`config.mk`:
```
export PLATFORM = sky130hd
export DESIGN_NAME = dist_sq_gen_flat
export DESIGN_NICKNAME = d
export VERILOG_FILES = /design/src/rtl/dist_sq_gen_if.sv /design/src/rtl/dist_sq_gen.sv /design/src/flat_wrapper.sv
export SDC_FILE = /design/constraint.sdc
export NUM_CORES = 1
export LEC_CHECK = 0
export ABC_AREA = 1
export BUFFER_PORTS_ARGS = -buffer_cell sky130_fd_sc_hd__buf_2
export CAP_MARGIN = 10
export CORE_UTILIZATION = 56
export DETAILED_ROUTE_END_ITERATION = 10
export PLACE_DENSITY = 0.74
export SLEW_MARGIN = 30
export SYNTH_ARGS = -nofsm -noshare
export SYNTH_HDL_FRONTEND = slang
export SYNTH_SLANG_ARGS = --single-unit
```
`constraint.sdc`:
```
create_clock -name clk -period 14.36 [get_ports clk]
set_clock_uncertainty 0.05 [all_clocks]
set_input_delay 1.436 -clock clk [delete_from_list [all_inputs] [get_ports clk]]
set_output_delay 1.436 -clock clk [all_outputs]
set_load 0.05 [all_outputs]
```
`src/rtl/dist_sq_gen_if.sv`:
```
// rtl/dist_sq_gen_if.sv - result stream bundle between dist_sq_gen and its consumer
// Carries one squared distance per handshake, tagged with its element index.
interface dist_sq_gen_if;
   logic [31:0] dout;
   logic        valid;
   logic        ready;
   logic [9:0]  elem_idx;
   logic        last;

   modport master (output dout, output valid, output elem_idx, output last, input ready);
   modport slave  (input dout, input valid, input elem_idx, input last, output ready);
endinterface

```
`src/rtl/dist_sq_gen.sv`:
```
// rtl/dist_sq_gen.sv - squared focal distance generator for a linear transducer array
// Walks N_ELEM elements for one latched focal point and streams (px-ex)^2 + pz^2 per element.
module dist_sq_gen #(
   parameter int N_ELEM = 64,
   parameter int X0     = -2016,
   parameter int PITCH  = 64
) (
   input  logic               clk,
   input  logic               reset,
   input  logic               enable,
   input  logic               start,
   input  logic signed [11:0] px,
   input  logic signed [11:0] pz,
   dist_sq_gen_if.master      bus,
   output logic               busy,
   output logic               done,
   output logic [3:0]         cstate
);

   typedef enum logic [3:0] {
      IDLE = 4'd0,
      DIFF = 4'd2,
      SQR  = 4'd3,
      OUT  = 4'd4,
      DONE = 4'd5
   } state_t;

   state_t             state_q;
   logic signed [11:0] px_q;
   logic signed [11:0] pz_q;
   logic signed [12:0] ex_q;
   logic signed [12:0] dx_q;
   logic [31:0]        dout_q;
   logic               valid_q;
   logic               last_q;
   logic [9:0]         elem_idx_q;
   logic               done_q;

   logic signed [12:0] px_ext;
   logic signed [12:0] dx_d;
   logic signed [24:0] dx_ext;
   logic signed [23:0] pz_ext;
   logic [24:0]        dx_sq_d;
   logic [23:0]        pz_sq_d;
   logic [24:0]        sum_d;

   // dx^2 fits in 25 bits and is non-negative, so the wrapped 25-bit product is exact
   always_comb begin
      px_ext  = 13'(px_q);
      dx_d    = px_ext - ex_q;
      dx_ext  = 25'(dx_q);
      pz_ext  = 24'(pz_q);
      dx_sq_d = dx_ext * dx_ext;
      pz_sq_d = pz_ext * pz_ext;
      sum_d   = dx_sq_d + {1'b0, pz_sq_d};
   end

   always_ff @(posedge clk) begin
      if (!reset) begin
         state_q    <= IDLE;
         px_q       <= '0;
         pz_q       <= '0;
         ex_q       <= '0;
         dx_q       <= '0;
         dout_q     <= '0;
         valid_q    <= 1'b0;
         last_q     <= 1'b0;
         elem_idx_q <= '0;
         done_q     <= 1'b0;
      end else if (enable) begin
         case (state_q)
            IDLE: begin
               if (start) begin
                  px_q       <= px;
                  pz_q       <= pz;
                  ex_q       <= 13'(X0);
                  elem_idx_q <= '0;
                  state_q    <= DIFF;
               end
            end
            DIFF: begin
               dx_q    <= dx_d;
               state_q <= SQR;
            end
            SQR: begin
               dout_q  <= {7'd0, sum_d};
               valid_q <= 1'b1;
               last_q  <= (elem_idx_q == 10'(N_ELEM - 1));
               state_q <= OUT;
            end
            OUT: begin
               if (valid_q && bus.ready) begin
                  valid_q <= 1'b0;
                  last_q  <= 1'b0;
                  if (last_q) begin
                     done_q  <= 1'b1;
                     state_q <= DONE;
                  end else begin
                     elem_idx_q <= elem_idx_q + 10'd1;
                     ex_q       <= ex_q + 13'(PITCH);
                     state_q    <= DIFF;
                  end
               end
            end
            DONE: begin
               done_q  <= 1'b0;
               state_q <= IDLE;
            end
            default: begin
               valid_q <= 1'b0;
               last_q  <= 1'b0;
               done_q  <= 1'b0;
               state_q <= IDLE;
            end
         endcase
      end
   end

   assign bus.dout     = dout_q;
   assign bus.valid    = valid_q;
   assign bus.elem_idx = elem_idx_q;
   assign bus.last     = last_q;
   assign busy         = (state_q != IDLE);
   assign done         = done_q;
   assign cstate       = state_q;

endmodule

```
`src/flat_wrapper.sv`:
```
// flat-port wrapper written by rule: the top's interface ports become plain ports
module dist_sq_gen_flat 
#(
   parameter int N_ELEM = 64,
   parameter int X0     = -2016,
   parameter int PITCH  = 64
)
  (clk, reset, enable, start, px, pz, busy, done, cstate, bus_dout, bus_valid, bus_elem_idx, bus_last, bus_ready);
  dist_sq_gen_if bus_i ();
  input  logic clk;
  input  logic reset;
  input  logic enable;
  input  logic start;
  input  logic signed [11:0] px;
  input  logic signed [11:0] pz;
  output logic busy;
  output logic done;
  output logic [3:0] cstate;
  output wire logic [$bits(bus_i.dout)-1:0] bus_dout;
  output wire logic [$bits(bus_i.valid)-1:0] bus_valid;
  output wire logic [$bits(bus_i.elem_idx)-1:0] bus_elem_idx;
  output wire logic [$bits(bus_i.last)-1:0] bus_last;
  input wire logic [$bits(bus_i.ready)-1:0] bus_ready;
  assign bus_dout = bus_i.dout;
  assign bus_valid = bus_i.valid;
  assign bus_elem_idx = bus_i.elem_idx;
  assign bus_last = bus_i.last;
  assign bus_i.ready = bus_ready;
  dist_sq_gen #(.N_ELEM(N_ELEM), .X0(X0), .PITCH(PITCH)) u_core (.clk(clk), .reset(reset), .enable(enable), .start(start), .px(px), .pz(pz), .bus(bus_i), .busy(busy), .done(done), .cstate(cstate));
endmodule
```
==> results of run 1 <==
-- cells by family after synthesis --
family,count (synthesis)
multiplexers,1
buffers and inverters,664
AO/OA/AOI/OAI,230
other,2
XOR/XNOR,59
AND/OR/NAND/NOR,555
flip-flops,86
adder cells (fa/ha/maj),429
-- metal layers --
metal  routed length (um)  vias to the layer above
met3                 2369                       64
met2                18090                      361
met5                    0                        -
met1                14070                     6090
met4                 1159                        0
li1                     -                     6023
-- synth_stat cells (3+ instances only) --
master / instances / area (um^2)
a21o_1: 6 / 45.04
a21oi_1: 109 / 545.5
a31oi_1: 6 / 37.54
buf_1: 3 / 11.26
buf_2: 3 / 15.01
buf_4: 8 / 60.06
buf_6: 4 / 45.04
clkbuf_1: 40 / 150.1
dfxtp_1: 86 / 1722
fa_1: 289 / 5786
ha_1: 140 / 1752
inv_1: 602 / 2260
nand2_1: 359 / 1348
nand2_2: 3 / 18.77
nand3_1: 63 / 315.3
nand4_1: 21 / 131.4
nor2_1: 86 / 322.8
nor3_1: 7 / 35.03
o211ai_1: 3 / 22.52
o21a_1: 9 / 67.56
o21ai_0: 70 / 350.3
o21bai_1: 18 / 135.1
or2_2: 3 / 18.77
xnor2_1: 23 / 201.4
xor2_1: 36 / 315.3
-- how the worst min path moves through the flow --
stage                              start             end  slack [ns]  cells past startpoint
after detailed placement  u_core.ex_q[5]  u_core.ex_q[5]        0.41                      2
after CTS                 u_core.ex_q[5]  u_core.ex_q[5]        0.42                      2
after floorplan           u_core.px_q[0]  u_core.px_q[0]        0.39                      2
after global placement    u_core.px_q[8]  u_core.px_q[8]        0.41                      2
final                     u_core.ex_q[5]  u_core.ex_q[5]        0.42                      2
after global routing      u_core.px_q[9]  u_core.px_q[9]        0.45                      2
-- through the flow --
stage	worst slack (ns)	power (mW)	area [um^2]	instances
floorplan	5.248	1.245	15960	2034
global placement	4.690	1.486	16540	2429
detailed placement	4.624	1.524	16540	2429
CTS	4.559	1.791	16840	2445
global route	3.992	1.994	16840	2445
finish	4.547	1.778	16840	2445
-- sequential cells by signal, summed over array words and instances (netlist names), 3 cells and up --
| name | cells |
|---|---|
| u_core.bus.elem_idx | 10 |
| u_core.dx_q | 13 |
| u_core.px_q | 12 |
| u_core.cstate | 3 |
| u_core.bus.dout | 25 |
| u_core.ex_q | 8 |
| u_core.pz_q | 12 |
-- worst max-delay path: cells and delay by family (launching register included) --
family                   cells  cell delay [ns]
AO/OA/AOI/OAI                3             0.54
flip-flops                   1             0.67
XOR/XNOR                     1             0.15
AND/OR/NAND/NOR              9             1.25
buffers and inverters       12             0.74
adder cells (fa/ha/maj)     13             6.27
-- where the power goes --
part | switching [mW] | total [mW] | internal (mW)
Sequential | 0.0531 | 0.310 | 0.257
Combinational | 0.760 | 1.21 | 0.449
Clock | 0.135 | 0.258 | 0.123
-- final cells by class --
| class | instances | area [um^2] | share of cell area [%] |
|---|---|---|---|
| multi-input cells | 1284 | 11680 | 69.38 |
| inverters | 606 | 2277 | 13.52 |
| clock inverters | 7 | 72.57 | 0.4309 |
| clock buffers | 9 | 225.2 | 1.337 |
| well taps | 378 | 473.0 | 2.808 |
| repair buffers | 75 | 387.9 | 2.303 |
| flip-flops and latches | 86 | 1722 | 10.22 |
==> flow_summary_export.csv, run 1 <==
group,metric,value,unit
power,irDropWorstVdd,0.06171,mV
global_route,met3_usage,4.395,%
clock_tree,cts_setup_buffers,0,
synthesis,synthAdderAreaFrac,47.30,%
global_route,antenna_found_initial,0,
final_layout,drive_above_1_share,5.322,%
clock_tree,cts-resized-gates,0,
synthesis,synth_compound_area_share,8.017,%
die,io_pins,79,
worst_setup_path,worstPathArrival,10.04,ns
synthesis,synth_cell_type_count,46,
synthesis,syn_area,0.01593,mm^2
die,num_rows,61,
global_route,grt_use_total,26.92,%
drt,drtIter0Drc,680,
clock_tree,cts_buffers,9,
drt,firstDrtPassIters,5,
final_layout,area_growth_syn_to_layout,5.693,%
worst_setup_path,crit_end,"u_core.bus.dout[21]",
hold_path,hold_class,"reg -> reg",
timing,finalHoldViolCount,0,
worst_setup_path,crit_required,14.59,ns
worst_setup_path,start_kind,"flop",
timing,slew_headroom,41.93,%
synthesis,ys_seq_area_share,10.80,%
drt,drc,0,
placed_design,numPortBuffers,70,
clock_tree,clk_pin_slew,0.08,ns
timing,worst_pin_slew,0.8678,ns
worst_setup_path,startpoint,"u_core.pz_q[11]",
clock_tree,htree_levels,3,
timing,period_share,68.33,%
run_status,status,"finished, final reports clean",
final_layout,final_common_cell,"inv_1",
job,cap_violations,0,
synthesis,yosysWarnings,0,
worst_setup_path,reg2reg_slack,4.55,ns
final_layout,diodes,0,
placed_design,gp_congestion,0.8988,
synthesis,synth-edff-count,0,
final_layout,nFillCells,2468,
die,die_y,170.7,um
clock_tree,root_buffer,"clkbuf_16",
synthesis,synth_xor_area_share,3.243,%
timing,max_freq,101.9,MHz
timing,setup_viol,0,
worst_setup_path,path_class,"reg -> reg",
synthesis,synthFlopType,"dfxtp_1",
worst_setup_path,crit_path_end_kind,"flop",
clock_tree,hold_buffers,0,
global_route,grt_pass1_vias,13270,
global_route,grt_pass1_wl,61540,um
worst_setup_path,r2r-end,"u_core.bus.dout[21]",
global_route,grt_use_met1,31.98,%
placed_design,hpwl,29490,um
global_route,overflow,0,
final_layout,mostFrequentLayoutCells,"602 x inv_1, 359 x nand2_1, 289 x fa_1",
worst_setup_path,cpPeakStageDelay,0.67,ns
die,initial_core_util,57.20,%
power,leakagePower,9.527,nW
timing,min_period,9.813,ns
die,core-area,0.02786,mm^2
global_route,grt_use_met2,48.57,%
drt,wire_per_inst,14.59,um
final_layout,nets,2520,
synthesis,avgSynthCellArea,7.865,um^2
timing,drv_slew,0,
clock_tree,numClockSinks,86,
drt,viasPerCell,5.128,
timing,holdWs,0.4173,ns
die,die_x,170.7,um
drt,postRouteAntennaNets,0,
global_route,grt_max_degree,52,
drt,routed_wl,35680,um
clock_tree,clk_latency,0.38,ns
worst_setup_path,cp_slowest_cell,"dfxtp_1",
timing,rsz0062_at_grt,"false",
synthesis,synthArstFlopShare,0,%
synthesis,synthCells,2026,
clock_tree,cts_max_path_buffers,2,
worst_setup_path,cp_max_fo,16,
worst_setup_path,critPathMostFrequentCell,"inv_1",
worst_setup_path,r2r_cells,38,
die,dieArea,0.02913,mm^2
synthesis,synth-simple-area-share,14.46,%
clock_tree,cts_tree,"built",
synthesis,ys_ff_latch,86,
worst_setup_path,timing.rr.start,"u_core.pz_q[11]",
drt,via_count,12540,
timing,setup_tns,0,ns
synthesis,muxShareOfSynthArea,0.07067,%
synthesis,synth_top_family_by_area,"adder cells",
global_route,busiest_layer,"met2",
final_layout,fin_util,60.45,%
power,powerDensity,105.6,mW/mm^2
Note: power is estimated with default switching activity, not from simulation.
==> inputs of run 2 (changes only) <==
==> constraint.sdc (replaced) <==
create_clock -name clk -period 10.1 [get_ports clk]
set_clock_uncertainty 0.05 [all_clocks]
set_input_delay 1.01 -clock clk [delete_from_list [all_inputs] [get_ports clk]]
set_output_delay 1.01 -clock clk [all_outputs]
set_load 0.05 [all_outputs]
==> run 2 against run 1 <==
Net effect: core utilization grew 0.17 points; design area grew 0.27%; first-iteration DRC count grew 9.7%; sequential share of layout area is essentially flat; critical path type unchanged.
==> flow_summary_export.csv, run 2 (synthesis results as in run 1) <==
group,metric,value,unit
timing,period_share,95.51,%
global_route,antenna_found_initial,0,
worst_setup_path,worstPathArrival,9.88,ns
placed_design,dp.cells,2433,
worst_setup_path,critPathBufInv,9,
power,pwr-share-clk,15.0,%
worst_setup_path,cp_slowest_cell,"fa_1",
final_layout,nFillCells,2494,
drt,wire_per_inst,14.79,um
worst_setup_path,start_kind,"flop",
timing,rsz0062_at_grt,"false",
final_layout,diodes,0,
final_layout,multi_input_area,0.01168,mm^2
placed_design,pre_cts_ws,0.4531,ns
clock_tree,clk_latency,0.38,ns
power,combPwrFrac,67.9,%
timing,setup_ws,0.4530,ns
power,power_frac_seq,17.2,%
final_layout,fin_util,60.62,%
die,die_y,170.7,um
placed_design,hpwl,29800,um
worst_setup_path,crit_path_end_kind,"flop",
clock_tree,cts_buffers,9,
power,irDropWorstVdd,0.1020,mV
timing,setup_viol,0,
worst_setup_path,cp_max_fo,10,
die,io_pins,79,
die,core-area,0.02786,mm^2
clock_tree,clk_pin_slew,0.08,ns
drt,via_count,12560,
global_route,overflow,0,
timing,slew_headroom,41.36,%
global_route,grt_pass1_wl,62980,um
final_layout,nets,2524,
clock_tree,cts_tree,"built",
die,dieArea,0.02913,mm^2
timing,worst_pin_slew,0.8763,ns
final_layout,stdcell_count,2449,
drt,drtIter0Drc,746,
drt,postRouteAntennaNets,0,
clock_tree,htree_levels,3,
global_route,grt_pass1_vias,13400,
clock_tree,root_buffer,"clkbuf_16",
timing,max_freq,103.7,MHz
placed_design,gp_congestion,0.8970,
timing,setup_tns,0,ns
final_layout,drive_above_1_share,5.843,%
timing,finalHoldViolCount,0,
job,cap_violations,0,
worst_setup_path,crit_required,10.33,ns
global_route,grt_use_total,27.75,%
worst_setup_path,cpPeakStageDelay,0.58,ns
drt,viasPerCell,5.128,
worst_setup_path,cp_top_family,"adder cells",
timing,min_period,9.647,ns
die,initial_core_util,57.20,%
timing,drv_slew,0,
final_layout,final_common_cell,"inv_1",
power,p_switching,1.333,mW
hold_path,hold_class,"reg -> reg",
run_status,status,"finished, final reports clean",
die,die_x,170.7,um
power,internal_power,1.206,mW
die,num_rows,61,
placed_design,numPortBuffers,70,
clock_tree,cts_max_path_buffers,2,
drt,drc,0,
worst_setup_path,critPathMostFrequentCell,"fa_1",
worst_setup_path,path_class,"reg -> reg",
final_layout,largest_reg_flops,25,
drt,firstDrtPassIters,5,
final_layout,mostFrequentLayoutCells,"602 x inv_1, 359 x nand2_1, 289 x fa_1",
final_layout,area_growth_syn_to_layout,5.983,%
power,p_sw_share,52.51,%
global_route,grt_max_degree,52,
final_layout,area.sequential,0.001732,mm^2
power,leakagePower,9.554,nW
drt,routed_wl,36230,um
power,powerDensity,150.4,mW/mm^2
clock_tree,numClockSinks,86,
run 2: cell count changes in the layout (fill, tap and decap cells not counted):
cell       before  now
clkbuf_1        0    1
inv_8           2    1
clkinv_8        1    0
buf_4           5    9
dfxtp_1        86   78
bufinv_16       0    1
dfxtp_2         0    8
run 2: power by group through the flow:
stage | combinational [mW] | clock [mW] | sequential, mW
finish | 1.72 | 0.380 | 0.436
global route | 2.02 | 0.398 | 0.441
CTS | 1.74 | 0.386 | 0.432
detailed placement | 1.72 | 0 | 0.440
global placement | 1.68 | 0 | 0.439
floorplan | 1.36 | 0 | 0.415
run 2: routing by layer:
metal	GRT usage (%)	routed length, um
met3	3.562	1881
met5	0	0
met1	33.29	14670
met4	11.95	1439
met2	49.81	18240
run 2: worst min-delay path, cell delays in order (launching register included):
cell,delay [ns]
dfxtp_1,0.30
inv_1,0.06
a21oi_1,0.06
run 2: metrics by stage:
| stage | hold slack, ns | power (mW) | cell area, um^2 |
|---|---|---|---|
| floorplan | 0.3858 | 1.771 | 15960 |
| global placement | 0.3989 | 2.121 | 16570 |
| detailed placement | 0.4093 | 2.163 | 16570 |
| CTS | 0.4215 | 2.563 | 16880 |
| global route | 0.4366 | 2.855 | 16890 |
| finish | 0.4177 | 2.539 | 16890 |
run 2: what timing repair did:
action / in CTS / in global routing
hold buffers: 0 / 0
setup endpoints to repair: 0 / 4
hold endpoints to repair: 0 / 0
gates resized for setup: 0 / 8
buffers inserted: 0 / 0
run 2: path summary, 6_finish.rpt:
| kind | startpoint | slack, ns | depth (start not counted) | end |
|---|---|---|---|---|
| hold reg to reg | u_core.ex_q[5] | 0.42 | 2 | u_core.ex_q[5] |
| setup reg to reg | u_core.pz_q[11] | 0.45 | 34 | u_core.bus.dout[23] |
| setup / recovery | u_core.pz_q[11] | 0.45 | 34 | u_core.bus.dout[23] |
| hold / removal | u_core.ex_q[5] | 0.42 | 2 | u_core.ex_q[5] |
run 2: layout make-up:
cell class,instances,share of cell area [%]
Timing Repair Buffer,79,2.475
Clock inverter,6,0.4445
Multi-Input combinational cell,1284,69.19
Inverter,606,13.48
Sequential cell,86,10.25
Tap cell,378,2.801
Clock buffer,10,1.356
==> inputs of run 3 (changes only) <==
--- a/config.mk
+++ b/config.mk
@@ -7,9 +7,9 @@
 export LEC_CHECK = 0
 export ABC_AREA = 1
 export BUFFER_PORTS_ARGS = -buffer_cell sky130_fd_sc_hd__buf_2
-export CAP_MARGIN = 10
 export CORE_UTILIZATION = 56
 export DETAILED_ROUTE_END_ITERATION = 10
+export GPL_TIMING_DRIVEN = 0
 export PLACE_DENSITY = 0.74
 export SLEW_MARGIN = 30
 export SYNTH_ARGS = -nofsm -noshare
==> run 3 against run 2 <==
Net effect: first-iteration DRC count increased by 15%; highest routed layer unchanged; total power up 1.5%; critical endpoint unchanged; non-clock buffer count up 53; worst hold slack lost 0.0033 ns; combinational power rose by 6%; register-to-register slack is essentially flat; design area increased by 1.8%; die area is the same; final cell count grew 2.2%; fmax decreased by 0.13%.
==> flow_summary_export.csv, run 3 (synthesis results as in run 1) <==
group,metric,value,unit
drt,postRouteAntennaNets,0,
power,combPwrFrac,70.7,%
worst_setup_path,crit_path_end_kind,"flop",
die,core-area,0.02786,mm^2
final_layout,area_growth_syn_to_layout,7.845,%
clock_tree,clk_latency,0.38,ns
final_layout,diodes,0,
power,p_sw_share,53.36,%
final_layout,largest_reg_flops,25,
final_layout,stdcell_count,2502,
placed_design,numPortBuffers,70,
final_layout,mostFrequentLayoutCells,"602 x inv_1, 358 x nand2_1, 287 x fa_1",
drt,viasPerCell,5.172,
global_route,grt_use_total,29.03,%
power,p_switching,1.375,mW
clock_tree,clk_pin_slew,0.08,ns
drt,routed_wl,38500,um
power,power_frac_seq,15.7,%
worst_setup_path,crit_required,10.32,ns
timing,worst_pin_slew,0.8975,ns
clock_tree,root_buffer,"clkbuf_16",
worst_setup_path,critPathBufInv,9,
timing,setup_tns,0,ns
clock_tree,cts_tree,"built",
die,io_pins,79,
global_route,grt_pass1_wl,65030,um
worst_setup_path,critPathMostFrequentCell,"fa_1",
worst_setup_path,start_kind,"flop",
worst_setup_path,cp_max_fo,10,
placed_design,hpwl,32590,um
final_layout,fin_area,0.01718,mm^2
placed_design,placed_cell_area,0.01679,mm^2
power,powerDensity,150.0,mW/mm^2
job,cap_violations,0,
global_route,grt_pass1_vias,13530,
power,irDropWorstVdd,0.09846,mV
worst_setup_path,cp_top_family,"adder cells",
timing,max_freq,103.5,MHz
worst_setup_path,path_class,"reg -> reg",
timing,drv_slew,0,
worst_setup_path,timing.rr.start,"u_core.pz_q[0]",
global_route,antenna_found_initial,0,
timing,setup_viol,0,
final_layout,fin_util,61.68,%
timing,min_period,9.659,ns
global_route,overflow,0,
die,dieArea,0.02913,mm^2
die,die_y,170.7,um
worst_setup_path,startpoint,"u_core.pz_q[0]",
power,internal_power,1.202,mW
drt,wire_per_inst,15.39,um
clock_tree,cts_buffers,9,
hold_path,hold_class,"reg -> reg",
die,num_rows,61,
drt,firstDrtPassIters,5,
power,leakagePower,9.696,nW
drt,drc,0,
run_status,status,"finished, final reports clean",
drt,drtIter0Drc,860,
final_layout,drive_above_1_share,7.062,%
clock_tree,numClockSinks,86,
timing,slew_headroom,40.17,%
worst_setup_path,cp_slowest_cell,"fa_1",
final_layout,nets,2577,
clock_tree,htree_levels,3,
clock_tree,cts_max_path_buffers,2,
worst_setup_path,worstPathArrival,9.88,ns
hold_path,worst_hold_startpoint,"u_core.done",
placed_design,gp_congestion,0.9463,
timing,finalHoldViolCount,0,
placed_design,dp.cells,2482,
power,power,2.577,mW
die,initial_core_util,57.20,%
drt,via_count,12940,
worst_setup_path,cpPeakStageDelay,0.62,ns
die,die_x,170.7,um
power,pwr-share-clk,13.6,%
timing,period_share,95.64,%
global_route,grt_max_degree,18,
final_layout,final_common_cell,"inv_1",
clock_tree,hold_buffers,0,
run 3: changes by cell type in the layout (fill, tap and decap cells not counted), moves of 3 or more:
| cell | change |
|---|---|
| buf_1 | +3 |
| buf_2 | +4 |
| buf_4 | +7 |
| buf_6 | +4 |
| clkbuf_1 | +26 |
| clkbuf_2 | +3 |
| clkbuf_4 | +5 |
| dfxtp_1 | +3 |
| dfxtp_2 | -4 |
| inv_6 | +3 |
run 3: area by class of cell:
class	count	area [um^2]
clock inverters	7	60.06
inverters	606	2277
plain buffers	57	312.8
well taps	378	473.0
fillers	2493	10670
multi-input cells	1284	11720
repair buffers	75	387.9
clock buffers	9	225.2
flip-flops and latches	86	1730
run 3: stage by stage:
step / hold WS, ns / setup WS, ns
detailed placement: 0.3998 / -0.1807
CTS: 0.4136 / 0.07420
global route: 0.4415 / -0.003193
finish: 0.4144 / 0.4407
global placement: 0.3988 / -0.09464
floorplan: 0.3858 / 0.9885
run 3: timing repair:
action	in CTS	in global routing
setup endpoints to repair	3	10
resized for setup	4	54
endpoints found under the hold margin	0	0
pin swaps	0	2
setup buffers	0	5
run 3: path summary, 6_finish.rpt:
check / endpoint / slack (ns) / cells past startpoint
max: u_core.bus.dout[23] / 0.44 / 34
max reg2reg: u_core.bus.dout[23] / 0.44 / 34
min: u_core.done / 0.41 / 2
min reg2reg: u_core.done / 0.41 / 2
run 3: power groups by stage:
stage | Sequential, mW | Combinational, mW | Clock (mW)
2_1_floorplan | 0.415 | 1.36 | 0
3_3_place_gp | 0.407 | 1.75 | 0
3_5_place_dp | 0.409 | 1.80 | 0
4_1_cts | 0.401 | 1.82 | 0.353
5_1_grt | 0.408 | 2.12 | 0.364
6_report | 0.405 | 1.82 | 0.350
run 3: worst reg2reg max path: cells and delay by family, from the launching register on:
kind	cells	cell delay (ns)
AOI/OAI and AO/OA	3	0.51
xor gates and xnor gates	1	0.23
adders and majority gates	13	6.29
buffers and inverters	9	0.83
DFF	1	0.44
and+or+nand+nor	8	1.19
run 3: layer usage:
| metal | share of wire [%] | up-vias | track usage, % |
|---|---|---|---|
| li1 | - | 6140 | - |
| met1 | 41 | 6318 | 36.37 |
| met2 | 48 | 413 | 50.26 |
| met3 | 7.5 | 70 | 5.529 |
| met4 | 3.1 | 0 | 9.597 |
| met5 | 0 | - | 0 |
